==> src/rtl/pattern_hflipper.sv <==
// pattern_hflipper: horizontal mirror for one pattern line in the sprite path.
// Pixel k of a line sits at bits [W-1-k*BPP -: BPP], so pixel 0 is the leftmost pixel
// and occupies the MSBs. With hflip=1 the pixel order is reversed. The bit order
// inside each pixel is kept as it is.
// Build option PATTERN_HFLIP_COMB_EN: when defined, the output path is purely
// combinational with zero latency, and clk/rst are ignored. When undefined (the
// default), the result is registered with a latency of one cycle.
module pattern_hflipper #(
  parameter int PIXELS = 8,
  parameter int BPP    = 2,
  parameter int W      = PIXELS * BPP,
  parameter int SEL_W  = $clog2(PIXELS)
) (
  input  logic             clk,
  input  logic             rst,
  input  logic             in_valid,
  input  logic [W-1:0]     pattern_in,
  input  logic             hflip,
  input  logic [SEL_W-1:0] px_sel,
  output logic             out_valid,
  output logic [W-1:0]     pattern_out,
  output logic [BPP-1:0]   pixel_out
);

  // Reverse the order of the BPP-wide pixel chunks and leave each chunk's bits alone.
  // This is a pure permutation of the input bits.
  function automatic logic [W-1:0] flip_line(input logic [W-1:0] line,
                                             input logic         do_flip);
    logic [W-1:0] res;
    res = line;
    if (do_flip) begin
      for (int k = 0; k < PIXELS; k++) begin
        res[(PIXELS-1-k)*BPP +: BPP] = line[k*BPP +: BPP];
      end
    end else begin
      res = line;
    end
    return res;
  endfunction

  logic [W-1:0] flipped_s;

  // Mirror (or pass through) the incoming line.
  always_comb begin
    flipped_s = flip_line(pattern_in, hflip);
  end

`ifdef PATTERN_HFLIP_COMB_EN

  // clk and rst are not used in this build. Folding them into a signal named
  // "unused" keeps the ports in place without leaving them dangling.
  logic unused_s;

  // Gather the ignored clock and reset into one sink signal.
  always_comb begin
    unused_s = &{1'b0, clk, rst};
  end

  // Zero-latency path: the outputs follow the inputs directly.
  always_comb begin
    out_valid   = in_valid;
    pattern_out = flipped_s;
  end

`else

  logic         valid_d;
  logic         valid_q;
  logic [W-1:0] pattern_d;
  logic [W-1:0] pattern_q;

  // Next state: take a new line only when the input is valid, otherwise hold the old one.
  always_comb begin
    valid_d = in_valid;
    if (in_valid) begin
      pattern_d = flipped_s;
    end else begin
      pattern_d = pattern_q;
    end
  end

  // Output registers. An asynchronous reset drops any line that is in flight.
  always_ff @(posedge clk or negedge rst) begin
    if (!rst) begin
      valid_q   <= 1'b0;
      pattern_q <= {W{1'b0}};
    end else begin
      valid_q   <= valid_d;
      pattern_q <= pattern_d;
    end
  end

  // Drive the outputs straight from the flops.
  always_comb begin
    out_valid   = valid_q;
    pattern_out = pattern_q;
  end

`endif

  logic [BPP-1:0] pixel_s;

  // Per-pixel tap: select pixel px_sel of pattern_out. Pixel 0 is the MSB chunk.
  always_comb begin
    pixel_s = {BPP{1'b0}};
    for (int k = 0; k < PIXELS; k++) begin
      if (px_sel == k[SEL_W-1:0]) begin
        pixel_s = pattern_out[(PIXELS-1-k)*BPP +: BPP];
      end else begin
        pixel_s = pixel_s;
      end
    end
  end

  // Drive the pixel tap output.
  always_comb begin
    pixel_out = pixel_s;
  end

endmodule

==> config.mk <==
export PLATFORM = sky130hd
export DESIGN_NAME = pattern_hflipper
export DESIGN_NICKNAME = d
export VERILOG_FILES = /design/src/rtl/pattern_hflipper.sv
export SDC_FILE = /design/constraint.sdc
export NUM_CORES = 1
export LEC_CHECK = 0
export ABC_AREA = 1
export CAP_MARGIN = 10
export CORE_ASPECT_RATIO = 1.25
export CORE_MARGIN = 4
export CORE_UTILIZATION = 40
export DETAILED_ROUTE_END_ITERATION = 16
export GPL_ROUTABILITY_DRIVEN = 1
export MAX_ROUTING_LAYER = met4
export PLACE_DENSITY = 0.85
export SLEW_MARGIN = 20
export SYNTH_ARGS = -nofsm -noshare
export SYNTH_HDL_FRONTEND = slang
export SYNTH_SLANG_ARGS = --single-unit
==> constraint.sdc <==
create_clock -name clk -period 1.14 [get_ports clk]
set_input_delay 0.171 -clock clk [delete_from_list [all_inputs] [get_ports clk]]
set_output_delay 0.171 -clock clk [all_outputs]
set_load 0.05 [all_outputs]
==> results, run 1 <==
- The startpoint of the worst register-to-register path is pattern_out[13]$_DFFE_PN0P_.
- Per report_power, the clock group accounts for 15.0% of the total.
- The antenna diode count is 0.
- The checks that failed: setup timing.
- Final hold analysis gives a worst-case slack of 0.185 ns.
- The master of the slowest instance on the critical path is nor3_1.
- The power density relative to cell area is 1120 nW/um2.
- The post-detailed-route via-to-cell ratio is 5.26.
- The worst-skew pair later-pin latency is 0.29 ns.
- The initial antenna violation count is 0.
- The floorplan step set the die height to 64.6 um.
- On the final layout, the worst clock skew is 0 ns.
- The routed via count is 1194.
- Pin placement for this block handled 42 I/O pins.
- The worst supply voltage drop on vdd is 0.817 mV.
- The half-perimeter wire length after detailed placement is 2.35 mm.
- The critical path goes through dlygate4sd2_1 > buf_6 > inv_4 > nor3_1 > nand2_1 > nand3_4 > buf_12.
- In this run the mean area of a mapped cell was 7.75 um2.
- The number of max-slew violations in the final report came to 0.
- The first detailed-routing pass took 4 iterations.
- The overall fraction of global-route tracks in use is 20.9%.
- The count of nets left with antenna violations once routing finished came out at 0.
- Cells with a size suffix above 1 make up 37.1% of the layout.
- Dividing the final minimum period by the clock period gives 142%.
- The CTS tree is built.
- The cell depth of the worst flop-to-flop path is 5.
- The maximum root-to-sink buffer count is 2.
- The relative max-transition margin is 75.7%.
- The launching instance or port of the critical path is px_sel[1].
- The first global-routing pass estimated 5.15 mm of wire.
- Setup repair after global routing could not meet its margin everywhere.
- The die outline area is 3440 um2.
- The internal power of the cells totals 1.37 mW.
- The final layout net count is 218.
- The residual overflow from global routing is 0.
- The largest stage delay on the critical path is 0.33 ns.
- In this run, synthesis produced a sequential element count of 17.
- The initial core utilization is 41.7%.
- The post-synth net total is 155.
- Setup violations remaining at the end of the flow were counted as 11.
- Dividing the detail-routed wire length by the instance count gives 15.7 um.
- The number of hold buffers added after CTS was 0.
- The final hold violation count is 0.
- The minimum period implied by the final worst setup slack is 1.62 ns.
- The critical path's top delay family is simple AND/OR/NAND/NOR gates.
- The sequential fraction of design power is 34.2%.
- The worst setup path is launched from a primary input.
- The critical path runs through a total of 7 cells.
- Synthesis instantiated 20 different standard cells from the library.
- The number of global-route vias before repair is 1150.
- Of all nets on the critical path, the largest fanout is 8.
- The detailed-route wire length is 3.57 mm.
- The initial DRC count is 80.
- The core area is 2450 um2.
- The share of the Yosys chip area taken by registers is 41.6%.
- The die extent in x is 53.2 um.
- The remaining routing DRC violations is 0.
- The Yosys step of the flow raised 0 warnings.
- The endpoint kind of the worst setup timing path is a primary output.
- The cell leakage power is 0.880 nW.
- The flop-to-flop setup slack is 0.07 ns.
- The relative area change from synthesis to final layout is 89.5%.
- Counting both buffers and inverters, the worst setup path holds a total of 4.
- The run finished, with violations left.
- The pin count of the biggest net entering global routing is 34.
- The data required time of the critical path is 0.97 ns.
- The number of standard cells after synthesis is 132.
- The net switching power of the design is 0.804 mW.
- The type of the worst min-delay path is in -> async.
- The initialized floorplan defines 20 standard-cell rows.
- The detailed router used layers up to and including met4.
- The share of total power consumed by net switching is 37.0%.
- The slew at the pin closest to its max-slew limit is 0.361 ns.
- Wire segments on met2 add up to 1.92 mm in the final route.
- The worst setup path is of the in -> out kind.
- Clock tree synthesis inserted a total of 3 buffers.
- After clock tree synthesis, the clock-pin slew on the worst setup and hold paths is 0.10 ns.
- Port buffering added 41 buffers.
- Timing analysis after detailed placement gives a worst setup slack of -0.591 ns.
- CTS built an H-tree with a depth of 1.
- Timing would allow up to 0.616 GHz.
- Once routing completed, OpenROAD measured the worst setup slack at -0.484 ns.
- The arrival time of data at the critical path endpoint is 1.45 ns.
- In this run the worst setup path terminates at pixel_out[1].
- The final weighted congestion of routability-driven global placement is 0.815.
- The clock sink total is 17.
- The reg-to-reg critical path endpoint is pattern_out[13]$_DFFE_PN0P_.
- The share of total power dissipated in combinational logic is 50.8%.
- The number of max-cap violations is 0.
- The detailed-route wire length on metal 1 is 1.32 mm.
- The detailed-routed wire length on met3 is 232 um.
- The area of the mapped netlist is 1020 um2.
- The clock tree root driver cell is clkbuf_4.
placed cells by master, fill, tap and decap left out:
| cell | instances |
|---|---|
| nor2_4 | 1 |
| nand2_2 | 1 |
| inv_2 | 1 |
| nand3_4 | 1 |
| inv_4 | 3 |
| clkbuf_4 | 3 |
| clkdlybuf4s50_1 | 19 |
| nand2_1 | 24 |
| nor2_2 | 1 |
| clkbuf_1 | 1 |
| nand3_1 | 1 |
| nor2_1 | 8 |
| o211ai_1 | 9 |
| dfrtp_1 | 6 |
| nor3_1 | 1 |
| nand3_2 | 3 |
| buf_4 | 9 |
| o21a_1 | 6 |
| nor3_2 | 2 |
| nor4_1 | 1 |
| dlygate4sd2_1 | 3 |
| nand4_1 | 7 |
| buf_2 | 1 |
| buf_6 | 14 |
| buf_12 | 21 |
| inv_1 | 17 |
| o21ai_0 | 12 |
| dfrtp_2 | 11 |
| a21oi_1 | 7 |
power groups by stage:
stage	sequential (mW)	combinational, mW	clock [mW]
after floorplan	0.948	0.229	0
after global placement	0.741	0.977	0
after detailed placement	0.742	1.00	0
after CTS	0.736	1.05	0.329
after global routing	0.745	1.16	0.349
final	0.743	1.10	0.326
worst register-to-register path, stage by stage, from the launching register on:
cell and delay [ns]:
dfrtp_2 0.43, buf_6 0.12, buf_6 0.10, buf_6 0.11, nor2_1 0.13, a21oi_1 0.07
cell type report:
cell class | instances | area, um2
repair buffers | 67 | 867
fillers | 137 | 513
multi-input cells | 85 | 479
flip-flops and latches | 17 | 439
inverters | 21 | 86.3
well taps | 33 | 41.3
clock buffers | 4 | 26.3
cells in the mapped netlist:
cell | number | area, um2
nor3_1 | 1 | 5.00
nor3_2 | 2 | 20.0
o21ai_0 | 12 | 60.1
dfrtp_1 | 17 | 425
nand4_1 | 7 | 43.8
inv_2 | 1 | 3.75
inv_1 | 18 | 67.6
nor2_4 | 1 | 11.3
clkbuf_1 | 1 | 3.75
nand3_2 | 1 | 10.0
inv_4 | 2 | 12.5
o211ai_1 | 9 | 67.6
o21a_1 | 6 | 45.0
nor2_1 | 9 | 33.8
nand2_1 | 25 | 93.8
a21oi_1 | 7 | 35.0
nor4_1 | 1 | 6.26
nand3_1 | 4 | 20.0
buf_6 | 3 | 33.8
buf_2 | 5 | 25.0
sequential cells by signal, summed over array words and instances (netlist names):
signal	flops
pattern_out	16
out_valid	1
logic make-up (layout without fill, tap and decap cells):
family          after synthesis  count (layout)  synth area share [%]
simple gates                 51              51                  23.8
buf+inv                      30              92                  14.3
compound gates               34              34                  20.3
flops                        17              17                  41.6
repair_timing:
item | CTS | global route
gates cloned | 1 | 0
setup endpoints to repair | 12 | 12
resized for setup | 18 | 8
pin swaps | 3 | 4
setup buffers | 6 | 11
metal layers:
layer | GRT usage, % | up-vias
met2 | 35.4 | 63
li1 | - | 565
met4 | 12.5 | 0
met5 | - | -
met1 | 22.6 | 558
met3 | 2.30 | 8
stage by stage:
stage / power, mW / TNS, ns / cell area [um2] / util [%] / instances
6_report: 2.17 / -1.45 / 1940 / 79.1 / 227
5_1_grt: 2.25 / -1.85 / 1940 / 79.1 / 227
4_1_cts: 2.12 / -0.995 / 1880 / 76.7 / 221
3_5_place_dp: 1.74 / -2.57 / 1780 / 72.6 / 213
3_3_place_gp: 1.72 / -2.09 / 1780 / 72.6 / 213
2_1_floorplan: 1.18 / -0.345 / 1050 / - / 132
worst min path at each step:
| stage | endpoint | slack [ns] | cells after the start |
|---|---|---|---|
| 2_1_floorplan | out_valid$_DFF_PN0_ | -0.12 | 0 |
| 3_3_place_gp | out_valid$_DFF_PN0_ | 0.51 | 2 |
| 3_5_place_dp | pattern_out[0]$_DFFE_PN0P_ | 0.51 | 2 |
| 4_1_cts | pattern_out[0]$_DFFE_PN0P_ | 0.19 | 2 |
| 5_1_grt | pattern_out[15]$_DFFE_PN0P_ | 0.20 | 2 |
| 6_report | out_valid$_DFF_PN0_ | 0.19 | 2 |
No activity file was read; power rests on OpenSTA's default activity.
==> inputs of run 2 (changes only) <==
--- a/config.mk
+++ b/config.mk
@@ -13,7 +13,7 @@
 export DETAILED_ROUTE_END_ITERATION = 16
 export GPL_ROUTABILITY_DRIVEN = 1
 export MAX_ROUTING_LAYER = met4
-export PLACE_DENSITY = 0.85
+export PLACE_DENSITY = 0.75
 export SLEW_MARGIN = 20
 export SYNTH_ARGS = -nofsm -noshare
 export SYNTH_HDL_FRONTEND = slang
==> run 2 against run 1 <==
  * The flow still finishes with violations (setup timing)
  * Non-clock buffer count shrank 5
  * First-iteration DRC count shrank 51%
  * Count of clock-buffer cells in the layout shrank 1
  * Via count shrank 3.4%
  * Critical endpoint is now pixel_out[0]
==> results, run 2 (synthesis gave the netlist of run 1 again) <==
- The remaining routing DRC violations is 0.
- The count of nets left with antenna violations once routing finished came out at 0.
- The slew at the pin closest to its max-slew limit is 0.228 ns.
- Global routing used 19.6% of the available tracks across all layers.
- Setup violations remaining at the end of the flow were counted as 12.
- Across the routed clock network, the largest skew measured is 0 ns.
- The clock sink total is 17.
- The die outline area is 3440 um2.
- The relative area change from synthesis to final layout is 85.0%.
- The number of buffers inserted during clock tree synthesis is 3.
- Cells with a size suffix above 1 make up 36.5% of the layout.
- Row generation in the floorplan step produced 20 rows.
- Setup repair after global routing could not meet its margin everywhere.
- The wire-length estimate of the detail-placed layout is 2.30 mm.
- The final instance count without filler cells is 222.
- For the worst setup path, the data arrival time is 1.39 ns.
- The path class of the tightest hold or removal check is in -> async.
- The final weighted congestion of routability-driven global placement is 0.877.
- The filler cells instantiated in the layout total 174.
- For this design the top-level I/O count stands at 42.
- Broken down by cell family, the worst path's largest delay share belongs to simple AND/OR/NAND/NOR gates.
- The placed instances occupy a cell area of 1780 um2.
- The most common library cell in the layout ignoring fill and taps is nand2_1.
- Summing all multi-input logic gate instances after layout gives 474 um2.
- The core area is 2450 um2.
- The first global-routing pass estimated 4.94 mm of wire.
- The die extent in x is 53.2 um.
- For the finished layout, the period the worst path requires is 1.56 ns.
- Summed over all cells, the static leakage comes to 0.848 nW.
- The worst setup path is launched from a register.
- The part of the cycle the worst path needs is 137%.
- The detailed-route wire length is 3.23 mm.
- The initial antenna violation count is 0.
- Summing over every cut layer, the via total after detailed routing is 1153.
- The initial core utilization is 41.7%.
- The final hold violation count was 0.
- The pin count of the biggest net entering global routing is 34.
- The layer flagged by global routing as most heavily used is met2.
- The antenna diode count is 0.
- The worst supply voltage drop on vdd is 0.846 mV.
- Global routing used 2.30% of the available met3 tracks.
- After clock tree synthesis, the clock-pin slew on the worst setup and hold paths is 0.11 ns.
- The master of the slowest instance on the critical path is dfrtp_2.
- On the worst path, the slowest cell contributes a delay of 0.44 ns.
- The critical path goes through nand4_1 > nand4_1 > nor2_1 > nand4_1 > buf_12.
- The net count of the finished layout is 213.
- For this block, the initial DRC count from the detailed router was 39.
- The final reports fail on setup timing.
- The post-layout instance area is 1890 um2.
- For this run, the top clock speed supported by timing is 0.639 GHz.
- The endpoint kind of the worst setup timing path is a primary output.
- In the routed layout, each cell is associated on average with a via count of 5.19.
- The CTS tree is built.
- In this run the deepest clock path goes through 2 buffers.
- The dominant cell type by count on the critical path is nand4_1.
- For this design, the CTS-stage hold fixing added 0 buffers.
- The buffer and inverter count on the worst path is 1.
- In the final routed layout, each cell accounts on average for 14.6 um.
- For the worst setup path, the data required time is 0.97 ns.
- The relative max-transition margin is 84.7%.
- The met1 global-route usage is 20.8%.
- The CTS H-tree depth is 1.
- The flip-flop count of the largest register after layout is 16.
- The clock tree root driver cell is clkbuf_4.
- The number of global-route vias before repair was 1140.
- The final critical-path setup slack is -0.424 ns.
- The storage element area is 442 um2.
- For met2 alone, demand over resource in global routing was 33.6%.
- Port buffering added 41 buffers.
- The detailed-routing iteration count for the pre-antenna-repair pass is 4.
- The number of max-slew violations in the final report is 0.
- The number of placed instances, taps included is 213.
- Measured along the y axis, the die boundary spans 64.6 um.
- The worst-skew pair later-pin latency is 0.30 ns.
- The power density relative to cell area is 1130 nW/um2.
- The highest net fanout along the worst path is 2.
- The type of the worst setup path is reg -> out.
- The run finished, with violations left.
- Leaving out fill and tap cells, the most frequent cells in the layout are 24 x nand2_1, 21 x buf_12, 19 x clkdlybuf4s50_1.
- The residual overflow from global routing is 0.
- The number of max-cap violations is 0.
run 2: cell types whose count changed in the layout (fill, tap and decap cells not counted), sizes merged:
cell    delta
buf        -5
clkbuf     -1
clkinv     +1
run 2: metrics by stage:
step,total power [mW],worst slack [ns],utilization [%],setup TNS [ns],hold WS [ns]
3_5_place_dp,1.74,-0.537,72.6,-2.37,0.517
4_1_cts,2.10,-0.366,75.6,-0.947,0.198
5_1_grt,2.23,-0.498,77.2,-1.59,0.190
6_report,2.14,-0.424,77.2,-1.04,0.183
2_1_floorplan,1.18,-0.274,-,-0.345,-0.125
3_3_place_gp,1.72,-0.491,72.6,-1.88,0.515
run 2: final timing paths:
| path | cells past startpoint | from | slack, ns | end |
|---|---|---|---|---|
| min in group clk | 3 | pattern_in[15] | 0.43 | pattern_out[1]$_DFFE_PN0P_ |
| min reg2reg | 2 | pattern_out[6]$_DFFE_PN0P_ | 0.62 | pattern_out[6]$_DFFE_PN0P_ |
| min | 2 | rst | 0.18 | out_valid$_DFF_PN0_ |
| max reg2reg | 4 | pattern_out[11]$_DFFE_PN0P_ | 0.21 | pattern_out[11]$_DFFE_PN0P_ |
| max | 5 | pattern_out[12]$_DFFE_PN0P_ | -0.42 | pixel_out[0] |
| max in group asynchronous | 2 | rst | 0.75 | pattern_out[8]$_DFFE_PN0P_ |
run 2: final cells by class:
cell class / count / share of cell area [%]
clock buffer: 3 / 1.19
clock inverter: 1 / 0.264
inverter: 21 / 4.56
multi-input combinational: 85 / 25.0
sequential: 17 / 23.3
tap: 33 / 2.18
timing repair buffer: 62 / 43.4
run 2: repair_timing:
item,4_1_cts,5_1_grt
buffers inserted,1,5
pin swaps,1,2
resized for setup,15,8
setup endpoints to repair,12,14
cloned,1,0
run 2: power breakdown:
part,switching (mW),internal [mW]
sequential,0.0695,0.674
combinational,0.523,0.529
clock,0.212,0.131
run 2: layer usage:
| metal | wire length [um] | part of all wire [%] |
|---|---|---|
| met3 | 151 | 4.7 |
| met4 | 123 | 3.8 |
| met1 | 1170 | 36 |
| met5 | 0 | 0 |
| met2 | 1790 | 55 |
==> inputs of run 3 (changes only) <==
--- a/config.mk
+++ b/config.mk
@@ -14,7 +14,7 @@
 export GPL_ROUTABILITY_DRIVEN = 1
 export MAX_ROUTING_LAYER = met4
 export PLACE_DENSITY = 0.75
-export SLEW_MARGIN = 20
+export SLEW_MARGIN = 10
 export SYNTH_ARGS = -nofsm -noshare
 export SYNTH_HDL_FRONTEND = slang
 export SYNTH_SLANG_ARGS = --single-unit
==> results of run 3 <==
Final layout, timing and power as in run 2 (identical DEF).
